### config.mk
export PLATFORM = sky130hd
export DESIGN_NAME = audio_decimator
export DESIGN_NICKNAME = d
export VERILOG_FILES = /design/src/rtl/audio_decimator.sv
export SDC_FILE = /design/constraint.sdc
export NUM_CORES = 1
export LEC_CHECK = 0
export BUFFER_PORTS_ARGS = -buffer_cell sky130_fd_sc_hd__buf_2
export CAP_MARGIN = 10
export CORE_ASPECT_RATIO = 1.2
export CORE_UTILIZATION = 61
export DETAILED_ROUTE_END_ITERATION = 16
export PLACE_DENSITY = 0.79
export SKIP_CTS_REPAIR_TIMING = 1
export SYNTH_ARGS = -nofsm -noshare
export SYNTH_HDL_FRONTEND = slang
export SYNTH_SLANG_ARGS = --single-unit
### constraint.sdc
create_clock -name clk32_i -period 13.5 [get_ports clk32_i]
set_input_delay 2.7 -clock clk32_i [delete_from_list [all_inputs] [get_ports clk32_i]]
set_output_delay 2.7 -clock clk32_i [all_outputs]
set_load 0.03 [all_outputs]
### src/rtl/audio_decimator.sv
// Audio front stage: single-pole IIR low-pass, fractional decimation to RATE,
// 16-bit reduction, volume select and click-free soft-mute fade.
module audio_decimator #(
    parameter int CLK_HZ = 32000000,
    parameter int RATE   = 48000,
    parameter int SHIFT  = 8
) (
    input  logic               clk32_i,
    input  logic               resetn,
    input  logic               in_ce,
    input  logic signed [17:0] audio_l,
    input  logic signed [17:0] audio_r,
    input  logic        [1:0]  volume,
    input  logic               mute_req,
    output logic signed [15:0] audio_out_l,
    output logic signed [15:0] audio_out_r,
    output logic               sample_strobe,
    output logic               muted
);
    localparam int YW = 18 + SHIFT + 1;

    typedef enum logic [1:0] {S_MUTED, S_FADE_IN, S_RUN, S_FADE_OUT} state_t;

    function automatic logic signed [YW-1:0] iir_step(input logic signed [YW-1:0] y,
                                                      input logic signed [17:0]   x);
        logic signed [YW-1:0] x_ext;
        x_ext = {{(YW-18){x[17]}}, x};
        return y + x_ext - (y >>> SHIFT);
    endfunction

    // Filter output f = y >>> SHIFT, then a further >>> 2 down to 16 bits.
    function automatic logic signed [15:0] reduce16(input logic signed [YW-1:0] y);
        return 16'(y >>> (SHIFT + 2));
    endfunction

    function automatic logic signed [15:0] apply_gain(input logic signed [15:0] s,
                                                      input logic        [4:0]  gain,
                                                      input logic        [1:0]  vol);
        logic signed [20:0] p;
        logic signed [20:0] g;
        logic signed [15:0] res;
        p = 21'(s) * $signed({16'd0, gain});
        g = p >>> 4;
        case (vol)
            2'd0:    res = '0;
            2'd1:    res = 16'(g >>> 2);
            2'd2:    res = 16'(g >>> 1);
            default: res = 16'(g);
        endcase
        return res;
    endfunction

    logic        [31:0]    r_acc;
    logic        [32:0]    w_acc_sum;
    logic                  w_tick;
    logic signed [YW-1:0]  r_y_l;
    logic signed [YW-1:0]  r_y_r;
    logic signed [YW-1:0]  w_y_l_nxt;
    logic signed [YW-1:0]  w_y_r_nxt;
    state_t                r_state;
    state_t                w_state_nxt;
    logic        [4:0]     r_gain;
    logic        [4:0]     w_gain_nxt;

    assign w_acc_sum = {1'b0, r_acc} + 33'(RATE);
    assign w_tick    = (w_acc_sum >= 33'(CLK_HZ));

    // The tick cycle's own in_ce sample is included in the output word.
    assign w_y_l_nxt = in_ce ? iir_step(r_y_l, audio_l) : r_y_l;
    assign w_y_r_nxt = in_ce ? iir_step(r_y_r, audio_r) : r_y_r;

    always_ff @(posedge clk32_i or negedge resetn) begin
        if (!resetn) begin
            r_acc <= '0;
            r_y_l <= '0;
            r_y_r <= '0;
        end else begin
            r_acc <= w_tick ? 32'(w_acc_sum - 33'(CLK_HZ)) : w_acc_sum[31:0];
            r_y_l <= w_y_l_nxt;
            r_y_r <= w_y_r_nxt;
        end
    end

    always_ff @(posedge clk32_i or negedge resetn) begin
        if (!resetn) begin
            r_state <= S_MUTED;
            r_gain  <= '0;
        end else begin
            r_state <= w_state_nxt;
            r_gain  <= w_gain_nxt;
        end
    end

    // Reversals mid-fade keep the gain for one tick; endpoints saturate at 0 and 16.
    always_comb begin
        w_state_nxt = r_state;
        if (w_tick) begin
            case (r_state)
                S_MUTED:    if (!mute_req) w_state_nxt = S_FADE_IN;
                S_FADE_IN:  if (mute_req) w_state_nxt = S_FADE_OUT;
                            else if (r_gain >= 5'd15) w_state_nxt = S_RUN;
                S_RUN:      if (mute_req) w_state_nxt = S_FADE_OUT;
                default:    if (!mute_req) w_state_nxt = S_FADE_IN;
                            else if (r_gain <= 5'd1) w_state_nxt = S_MUTED;
            endcase
        end
    end

    always_comb begin
        w_gain_nxt = r_gain;
        if (w_tick) begin
            case (r_state)
                S_MUTED:    w_gain_nxt = 5'd0;
                S_FADE_IN:  if (!mute_req) w_gain_nxt = (r_gain >= 5'd15) ? 5'd16 : r_gain + 5'd1;
                S_RUN:      w_gain_nxt = 5'd16;
                default:    if (mute_req) w_gain_nxt = (r_gain <= 5'd1) ? 5'd0 : r_gain - 5'd1;
            endcase
        end
    end

    always_ff @(posedge clk32_i or negedge resetn) begin
        if (!resetn) begin
            audio_out_l   <= '0;
            audio_out_r   <= '0;
            sample_strobe <= 1'b0;
            muted         <= 1'b1;
        end else begin
            sample_strobe <= w_tick;
            if (w_tick) begin
                audio_out_l <= apply_gain(reduce16(w_y_l_nxt), r_gain, volume);
                audio_out_r <= apply_gain(reduce16(w_y_r_nxt), r_gain, volume);
                muted       <= (w_state_nxt == S_MUTED);
            end
        end
    end
endmodule
==> impl_metrics.py <==
metrics = {
    "power_and_ir_drop": {
        "p_sw_mw": 1.92,
        "ir_drop_mv": 0.122,
        "power_density_nw_per_um2": 216,
        "pwr-share-comb_pct": 71.7,
        "seqPwrFrac_pct": 14.8,
        "switching_share_pct": 51.1,
        "total_power_mw": 3.76,
        "p_clk_share_pct": 13.5,
        "p_int_mw": 1.84,
        "power.leakage_nw": 8.82,
    },
    "logic_synthesis": {
        "yosys-top-cells-area": "dfrtp_1 (18%), fa_1 (18%), ha_1 (10%)",
        "yosys_warnings": 0,
        "synthDistinctLibCells": 82,
        "synth.avg_cell_area_um2": 8.08,
        "ys_seq_elements": 120,
        "yosysTopAreaCellShare_pct": 18.4,
        "yosys.cell_count.top_type": "inv_1",
        "async_flop_share_pct": 100,
        "syn-num-nets": 2322,
        "ys.flop_type": "dfrtp_1",
        "syn_inst": 1998,
        "ys_seq_area_share_pct": 18.6,
        "yosysTopAreaCell": "dfrtp_1",
        "synth_edf_count": 0,
        "netlist_area_um2": 16100,
        "yosys-top-cells-count": "inv_1 (406), nand2_1 (183), fa_1 (148)",
    },
    "critical_path": {
        "critical_path_class": "input pin to flip-flop",
        "r2r-start": "r_y_r[1]",
        "path_common_cell": "inv_1",
        "cp_slowest_cell": "fa_1",
        "arrival_ns": 10.66,
        "r2r_slack_ns": 5.18,
        "cp-start-kind": "input pin",
        "max_stage_delay_ns": 0.54,
        "critPathCaptureType": "flip-flop",
        "r2r_end": "audio_out_r[15]",
        "cp_max_fo": 6,
        "worstPathRequired_ns": 13.82,
        "reg2reg_depth": 31,
    },
    "finish": {
        "layout-drive-gt1-share_pct": 6.84,
        "fin_area_um2": 17400,
        "layout.nets": 2357,
        "nFillCells": 2159,
        "antenna_cells": 0,
        "seq_area_um2": 3000,
        "fin_util_pct": 67.3,
        "multi_input_area_um2": 11300,
        "stdcell_count": 2376,
        "syn_to_final_growth_pct": 7.55,
    },
    "timing": {
        "period_share_pct": 76.6,
        "worstMarginPinSlew_ns": 1.08,
        "hold_viol_final": 0,
        "period_needed_ns": 10.34,
        "slew_viol_final": 0,
        "max_freq_mhz": 96.7,
        "clock_skew_ns": 0.0130,
        "rsz0062_at_grt": "false",
        "slew-limit-headroom_pct": 27.8,
        "finalWorstSetupSlack_ns": 3.16,
        "finalSetupViolCount": 0,
        "finalSetupTns_ns": 0,
        "holdWs_ns": 0.451,
    },
    "placement": {
        "place_hpwl_um": 28600,
        "dp_cells": 2344,
        "dp_slack_ns": 2.81,
        "postPlaceCellArea_um2": 16700,
        "place_congestion": 0.920,
        "numPortBuffers": 75,
    },
    "clock_network": {
        "cts_buffer_depth": 2,
        "cts-buffers-inserted": 17,
        "tritoncts": "yes",
        "htreeDepth": 4,
        "clock_latency_ns": 0.44,
        "path_clk_slew_ns": 0.06,
        "root_buffer": "clkbuf_16",
        "cts_num_sinks": 120,
    },
    "drt": {
        "routed_wl_um": 37500,
        "drt-pass1-iter-count": 7,
        "vias": 13700,
        "vias_per_cell": 5.77,
        "drtIter0Drc": 775,
        "drc": 0,
        "drtAntennaViolNets": 0,
        "wl_per_cell_um": 15.8,
    },
    "die": {
        "die_w_um": 151,
        "start_util_pct": 62.6,
        "io_pins": 76,
        "core_um2": 25800,
        "rows": 64,
        "die_y_um": 180,
        "die_area_um2": 27100,
    },
    "global_routing": {
        "grt_remaining_overflow": 0,
        "antenna_found_initial": 0,
        "grt_pass1_vias": 13700,
        "grt_pass1_wl_um": 64500,
        "grt.total_usage_pct": 29.5,
        "grt_max_degree": 78,
    },
    "worst_hold_path": {
        "hold_path_class": "flip-flop to flip-flop",
        "worstHoldStart": "muted",
        "hold_depth": 2,
        "holdPathEnd": "muted",
    },
    "outcome": {
        "status": "completed",
    },
    "run": {
        "cap_violations": 0,
    },
}
worst max-delay path: cells and delay by family:
| family | cells | cell delay, ns |
|---|---|---|
| adder cells (fa/ha/maj) | 6 | 2.75 |
| buffers and inverters | 6 | 0.34 |
| multiplexers | 1 | 0.13 |
| AND/OR/NAND/NOR | 4 | 0.92 |
| AO/OA/AOI/OAI | 15 | 3.79 |
layout by cell type, fill, tap and decap left out, drive strengths merged, types with 11 or more instances in the layout:
cell and instances:
a211oi 22, a21boi 12, a21o 40, a21oi 103, a31oi 18, and2 58, and3 15, buf 81
clkbuf 19, dfrtp 119, fa 148, ha 134, inv 410, mux2i 23, nand2 184, nand2b 16
nand3 37, nand4 16, nor2 137, nor2b 24, nor3 36, o211ai 15, o21a 22, o21ai 97
o21bai 13, o22ai 11, o31ai 11, xnor2 67, xor2 28
state kept, by name (all words and copies together) (netlist names):
register	cells
r_state	2
audio_out_l	16
sample_strobe	1
audio_out_r	16
r_gain	5
r_y_l	27
muted	1
r_y_r	27
r_acc	25
cell type report:
cell class                 instances  share of cell area (%)
tap                              330                    2.38
timing repair buffer              81                    2.44
clock inverter                    13                    1.11
inverter                         408                    8.82
multi-input combinational       1405                    65.3
sequential                       120                    17.3
clock buffer                      19                    2.61
worst max-delay path by stage:
stage,from,end,cells past startpoint
2_1_floorplan,audio_r[1],audio_out_r[15],31
3_3_place_gp,audio_r[1],audio_out_r[15],32
3_5_place_dp,audio_r[1],audio_out_r[15],32
4_1_cts,audio_r[1],audio_out_r[15],32
5_1_grt,audio_l[1],audio_out_l[13],32
6_report,audio_r[1],audio_out_r[15],32
cell families (layout without fill, tap and decap cells):
kind of cell	count (synthesis)	after routing	share of synthesized area (%)
simple gates	563	563	16.6
buf+inv	473	521	11.1
compound gates	439	439	18.1
fa+ha+maj	282	282	28.7
flops	120	120	18.6
xor+xnor	95	95	5.15
mux	26	26	1.64
layer usage:
| layer | global-route usage (%) | wire length (um) | up-vias |
|---|---|---|---|
| li1 | - | - | 6635 |
| met1 | 40.5 | 16800 | 6555 |
| met2 | 47.8 | 17600 | 467 |
| met3 | 4.28 | 2310 | 58 |
| met4 | 9.37 | 800 | 0 |
| met5 | 0 | 0 | - |
power groups by stage:
| stage | clock (mW) | sequential (mW) | combinational, mW |
|---|---|---|---|
| finish | 0.509 | 0.557 | 2.69 |
| CTS | 0.515 | 0.556 | 2.67 |
| global placement | 0 | 0.560 | 2.55 |
| detailed placement | 0 | 0.561 | 2.63 |
| global route | 0.530 | 0.568 | 3.05 |
| floorplan | 0 | 0.532 | 2.10 |
No activity file was read; power rests on OpenSTA's default activity.
